## src/rtl/sensor_pkg.sv

```systemverilog
// Shared definitions for the sensor conditioner: state encoding and glitch-counter sizing.
// Downstream FSMs and benches import this to decode the debug state.
package sensor_pkg;

    typedef enum logic [1:0] {
        IDLE_LO = 2'd0,
        WAIT_HI = 2'd1,
        IDLE_HI = 2'd2,
        WAIT_LO = 2'd3
    } cond_state_e;

    localparam int GLITCH_W = 8;
    localparam logic [GLITCH_W-1:0] GLITCH_MAX = 8'd255;

    // Saturating increment so the glitch count sticks at its maximum.
    function automatic logic [GLITCH_W-1:0] glitch_inc(input logic [GLITCH_W-1:0] v);
        return (v == GLITCH_MAX) ? v : v + GLITCH_W'(1);
    endfunction

endpackage

```

## src/rtl/sensor_conditioner_sync_chain.sv

```systemverilog
// Multi-flop synchronizer; the only point where the asynchronous sensor line enters the clk domain.
module sync_chain #(
    parameter int SYNC_STAGES = 2
) (
    input  logic clk,
    input  logic reset,
    input  logic d,
    output logic q
);

    logic [SYNC_STAGES-1:0] chain_q;

    always_ff @(posedge clk) begin
        if (reset) begin
            chain_q <= '0;
        end else begin
            chain_q <= {chain_q[SYNC_STAGES-2:0], d};
        end
    end

    assign q = chain_q[SYNC_STAGES-1];

endmodule

```

## src/rtl/sensor_conditioner.sv

```systemverilog
// Synchronizes and debounces the raw sensor line into a clean level with rise/fall strobes,
// counting short pulses that revert before the debounce window completes.
module sensor_conditioner
    import sensor_pkg::*;
#(
    parameter int SYNC_STAGES = 2,
    parameter int DEBOUNCE    = 4
) (
    input  logic                clk,
    input  logic                reset,
    input  logic                sensor_raw,
    output logic                a,
    output logic                rise,
    output logic                fall,
    output logic [1:0]          st,
    output logic [GLITCH_W-1:0] glitch_cnt
);

    localparam int CNT_W = (DEBOUNCE > 2) ? $clog2(DEBOUNCE) : 1;
    localparam logic [CNT_W-1:0] CNT_ONE  = CNT_W'(1);
    localparam logic [CNT_W-1:0] CNT_LAST = CNT_W'(DEBOUNCE - 1);

    logic                s;
    cond_state_e         state_q;
    logic                a_q;
    logic                rise_q;
    logic                fall_q;
    logic [CNT_W-1:0]    cnt_q;
    logic [GLITCH_W-1:0] glitch_q;

    sync_chain #(
        .SYNC_STAGES(SYNC_STAGES)
    ) u_sync (
        .clk  (clk),
        .reset(reset),
        .d    (sensor_raw),
        .q    (s)
    );

    // cnt counts cycles the new level has already held; commit on the DEBOUNCE-th matching sample.
    always_ff @(posedge clk) begin
        if (reset) begin
            state_q  <= IDLE_LO;
            a_q      <= 1'b0;
            rise_q   <= 1'b0;
            fall_q   <= 1'b0;
            cnt_q    <= '0;
            glitch_q <= '0;
        end else begin
            rise_q <= 1'b0;
            fall_q <= 1'b0;
            case (state_q)
                IDLE_LO: begin
                    if (s != a_q) begin
                        state_q <= WAIT_HI;
                        cnt_q   <= CNT_ONE;
                    end
                end
                IDLE_HI: begin
                    if (s != a_q) begin
                        state_q <= WAIT_LO;
                        cnt_q   <= CNT_ONE;
                    end
                end
                WAIT_HI: begin
                    if (s) begin
                        if (cnt_q == CNT_LAST) begin
                            a_q     <= 1'b1;
                            rise_q  <= 1'b1;
                            state_q <= IDLE_HI;
                            cnt_q   <= '0;
                        end else begin
                            cnt_q <= cnt_q + CNT_ONE;
                        end
                    end else begin
                        state_q  <= IDLE_LO;
                        cnt_q    <= '0;
                        glitch_q <= glitch_inc(glitch_q);
                    end
                end
                WAIT_LO: begin
                    if (!s) begin
                        if (cnt_q == CNT_LAST) begin
                            a_q     <= 1'b0;
                            fall_q  <= 1'b1;
                            state_q <= IDLE_LO;
                            cnt_q   <= '0;
                        end else begin
                            cnt_q <= cnt_q + CNT_ONE;
                        end
                    end else begin
                        state_q  <= IDLE_HI;
                        cnt_q    <= '0;
                        glitch_q <= glitch_inc(glitch_q);
                    end
                end
                default: begin
                    state_q <= IDLE_LO;
                    cnt_q   <= '0;
                end
            endcase
        end
    end

    assign a          = a_q;
    assign rise       = rise_q;
    assign fall       = fall_q;
    assign st         = state_q;
    assign glitch_cnt = glitch_q;

endmodule

```

## config.mk

```make
export PLATFORM = sky130hd
export DESIGN_NAME = sensor_conditioner
export DESIGN_NICKNAME = d
export VERILOG_FILES = /design/src/rtl/sensor_pkg.sv /design/src/rtl/sensor_conditioner_sync_chain.sv /design/src/rtl/sensor_conditioner.sv
export SDC_FILE = /design/constraint.sdc
export NUM_CORES = 1
export LEC_CHECK = 0
export CORE_MARGIN = 2
export CORE_UTILIZATION = 48
export DETAILED_ROUTE_END_ITERATION = 10
export GPL_TIMING_DRIVEN = 0
export HOLD_SLACK_MARGIN = 0.05
export PLACE_DENSITY = 0.79
export SYNTH_ARGS = -nofsm -noshare
export SYNTH_HDL_FRONTEND = slang
export SYNTH_SLANG_ARGS = --single-unit
```

## constraint.sdc

```tcl
create_clock -name clk -period 2.03 [get_ports clk]
set_clock_uncertainty 0.2 [all_clocks]
set_input_delay 0.203 -clock clk [delete_from_list [all_inputs] [get_ports clk]]
set_output_delay 0.203 -clock clk [all_outputs]
set_load 0.01 [all_outputs]
```

Yosys cells after proc, flatten, opt, wreduce, memory -nomap -nowiden
Index checks and enable logic that the tools add are counted.
{ "totals": {"memories": 0, "wordCells": 58, "mem_bits_rw": 0, "latchBits": 0, "register_bits": 17, "mem_bits_ro": 0, "in_bits": 3} }
{ "classes": {"n_mux": 21, "order_cmp": 0, "shifts": 0, "reduce_logical": 8, "div_mod_pow": 0, "multipliers": 0, "add_sub_neg": 2, "n_eq_ne": 17, "n_bitwise": 3} }
{ "ops": {"columns": ["cell", "n"], "rows": [
  ["2-to-1 mux 8 bit", 3],
  ["2-to-1 mux 2 bit", 9],
  ["one-hot mux 8 bit (2 select lines)", 1],
  ["inequality test 2 bit, second input constant", 6],
  ["adder 8 x 1 -> 8 bit, second input constant", 1],
  ["equality test 8 bit, second input constant", 1],
  ["one-hot mux 2 bit (4 select lines)", 1],
  ["equality test 2 bit, second input constant", 3],
  ["inequality test 2 x 1 -> 1 bit, second input constant", 3],
  ["one-hot mux 2 bit (3 select lines)", 1],
  ["OR reduction 3 bit", 2],
  ["2-to-1 mux 1 bit", 5],
  ["AND reduction 5 bit", 1],
  ["AND reduction 4 bit", 1],
  ["inequality test 3 x 2 -> 1 bit, second input constant", 1],
  ["inequality test 3 bit, second input constant", 1],
  ["NOT 1 bit", 3],
  ["AND reduction 3 bit", 1],
  ["adder 2 x 1 -> 2 bit, second input constant", 1],
  ["equality test 2 x 1 -> 1 bit, second input constant", 1],
  ["zero test 2 bit", 1],
  ["one-hot mux 1 bit (2 select lines)", 1],
  ["nonzero test 2 bit", 1],
  ["OR reduction 2 bit", 1],
  ["inequality test 1 bit", 1]
]} }

Longest topological paths before layout
{ "logic_depth": {"depth_word": 4, "mapped_depth": 5, "ltp_nobuf": 5} }

Hierarchy
From an unflattened synthesis, not the netlist that was laid out.
{ "unflattened": {"hier_cells": 77, "area_unflattened_um2": 742.0} }
{ "by_module_without_submodules": {"columns": ["mod", "cells_per_inst", "n_inst", "area_per_inst_um2", "seq_area_each_um2"], "rows": [
  ["sensor_conditioner", 73, 1, 689.4, 300.3],
  ["sync_chain", 4, 1, 52.6, 40.0]
]} }

Worst setup path after synthesis
No wires, ideal clock.
{ "synth_timing": {"kind": "reg2reg", "start": "register (tool-made name)", "end": "register glitch_q[5] (netlist: glitch_cnt[5])", "n_path_buf": 0, "path_stages_with_launch": 5, "setup_slack_ps": 375, "required_time_ps": 1759, "arrival_time_ps": 1384, "setup_ps": 71, "cell_sequence": "dfxtp_1 > xnor2_2 > o211ai_4 > or4_1 > a21oi_1"} }
{ "synth_lines": {"columns": ["item", "line_no", "rtl"], "rows": [
  ["to (signal assigned)", "sensor_conditioner.sv:78", "glitch_q <= glitch_inc(glitch_q);"],
  ["to (signal assigned)", "sensor_conditioner.sv:94", "glitch_q <= glitch_inc(glitch_q);"],
  ["to (decl)", "sensor_conditioner.sv:29", "logic [GLITCH_W-1:0] glitch_q;"]
]} }

==> metrics <==
post-route setup slack=about 230 ps; Clock Latency Late Sink=between 200 and 300 ps; Residual DRC=0; Post-CTS Resized=0; Chip Height=44.1 um; Mapped Area=a little under 800 um^2; yosys warns=0; final hold viol count=0; initial antenna violation count=0; total congestion overflow=0; Min-Delay Path Depth=2; Avg Cell Area, Syn=between 9 and 10 um^2; startpoint types=register; leak pwr=~0.33 nW; cell family with most CP delay=flip-flops; VDD IR max=roughly 320 uV; Setup crit end kind=register; Pins Over Slew Limit=0; Die ar.=1950 um^2; Post-synth top flop=dfxtp_1; pin count of the biggest net entering global routing=11; root buffer cell=clkbuf_4; total power draw=between 0.5 and 0.6 mW; Initial Util=between 50% and 60%; number of flops mapped to enable cells by yosys=0; maximum root-to-sink buffer count=2; maximum capacitance violations=0; global-route wire length before repair=between 2 and 2.5 mm; CP peak stage delay=roughly 400 ps; 1st-pass router iterations=4; hold path endpoint=u_sync.chain_q[1]; clk sinks=17; vias in the first global route=about 600; TritonCTS Buffers=3; gr usage total=16.8%; hpwl dp=1.03 mm; WP buf/inv=0; type of the most critical hold path=in2reg; commonest non-fill, non-tap cells in the layout=dfxtp_1, clkdlybuf4s50_1, nor2_1; CP Cell Sequence=xnor2_2 -> o2111ai_1 -> or3_1 -> a21oi_1; final period utilization=slightly below 90%; CTS tree=built; syn_nets=a little under 90; Synth area leader=dfxtp_1; run status=completed; Placer Congestion=roughly 0.83; input/output buffers=14; fraction of layout cells with a size suffix above 1=7.84%; Place WS=255 ps; worst reg2reg path depth=4; Core Box Area=approximately 1500 um^2; Post-CTS Setup Bufs=0; Final min period=about 1800 ps; Synth area leaders=dfxtp_1, nor2_1, xor2_1; row count=14; CP max-delay cell=dfxtp_1; Req. time, crit path=around 2000 ps; Initial DRC Count=8; Slew @ Worst Pin=456 ps; # nets final=roughly 110; final setup fails=0; Power Density=608 nW/um^2; post-synthesis sequential area ratio=roughly 44%; setup_tns=0 ps; RSZ-0062 raised after global routing=no; commonest non-fill, non-tap cell in the layout=dfxtp_1; htree depth=1; vias per inst=5.53; top-area cell type share of the netlist area=around 44%; Fmax=between 0.5 and 0.6 GHz; Antenna Nets Post-Route=0; Die W=around 44 um; Total Wirelength=about 1.4 mm; fillers=approximately 130; fraction of registers with async set/reset=0%; Worst R2R Setup Slack=about 230 ps; CP arrival=1810 ps; hold_sp=reset; Area growth syn-to-layout=24.1%; # IOs=16; CTS clock-pin slew for the worst setup and hold paths=90 ps; vias=between 600 and 700; critical path class=reg2reg; Avg WL per Cell=around 12 um; relative slew slack=between 60 and 70%; hold_buf cts=0; Cells after Synth=84; Worst Path Max Fanout=7; Distinct cells, synth=32; number of diodes=0; reg-to-reg critical path endpoint=glitch_cnt[4]; synthesized flop and latch total=17
==> registers in the layout, indices dropped and copies added (netlist names), named ones only <==
name / cells
cnt_q: 2
rise: 1
a: 1
glitch_cnt: 8
fall: 1
st: 1
u_sync.chain_q: 2
==> stage by stage <==
| step | hold slack, ps | util [%] | std cells | area [um^2] |
|---|---|---|---|---|
| 2_1_floorplan | 131 | - | 84 | 773 |
| 3_3_place_gp | 216 | 62.0 | 114 | 933 |
| 3_5_place_dp | 228 | 62.0 | 114 | 933 |
| 4_1_cts | 70.6 | 63.7 | 118 | 960 |
| 5_1_grt | 84.3 | 63.7 | 118 | 960 |
| 6_report | 72.6 | 63.7 | 118 | 960 |
==> synthesized netlist by cell type (2+ instances only) <==
library cell and instances:
dfxtp_1 17, nor2_1 7, nand2_1 6, a21oi_1 5, inv_1 4, nand3_1 4
o21ai_0 4, clkbuf_1 3, nand4_1 3, nor2b_1 3, xor2_1 3, ha_1 2
mux2i_1 2, nand2b_1 2, or3_1 2
==> how the worst max path moves through the flow <==
stage,end,slack (ps),depth (start not counted)
after floorplan,glitch_cnt[5],380,4
after global placement,glitch_cnt[4],290,4
after detailed placement,glitch_cnt[5],250,4
after CTS,glitch_cnt[5],220,4
after global routing,glitch_cnt[5],80,4
final,glitch_cnt[4],230,4
==> worst register-to-register path, cell delays in order, from the launching register on <==
cell and delay [ps]:
dfxtp_1 400, xnor2_2 400, o2111ai_1 260, or3_1 350
a21oi_1 130
==> cell families (layout without fill, tap and decap cells) <==
kind of cell,count (synthesis),count (layout),share of synthesized area (%)
adders and majority gates,2,2,3.24
muxes,2,2,2.59
xor gates and xnor gates,4,4,5.50
and+or+nand+nor,33,33,22.5
AOI/OAI and AO/OA,18,18,17.3
buffers and inverters,8,26,4.85
DFF,17,17,44.0
==> power by group <==
group	internal [mW]	total [mW]	switching (mW)
clock	0.0760	0.169	0.0931
sequential	0.343	0.353	0.0103
combinational	0.0307	0.0612	0.0305
total	0.450	0.584	0.134
==> layer usage <==
metal | global-route usage, % | vias to the layer above | routed length [um]
li1 | - | 343 | -
met1 | 22.6 | 297 | 704
met2 | 25.0 | 10 | 618
met3 | 4.08 | 2 | 48
met4 | 8.48 | 0 | 9
met5 | 0 | - | 0
==> layout make-up <==
cell class / instances / area (um^2) / area share [%]
multi-input combinational: 59 / 395 / 41.2
tap: 16 / 20.0 / 2.09
timing repair buffer: 14 / 140 / 14.6
buffer: 4 / 22.5 / 2.35
sequential: 17 / 340 / 35.5
clock buffer: 4 / 26.3 / 2.74
inverter: 4 / 15.0 / 1.56
(Power assumes the default switching activity.)
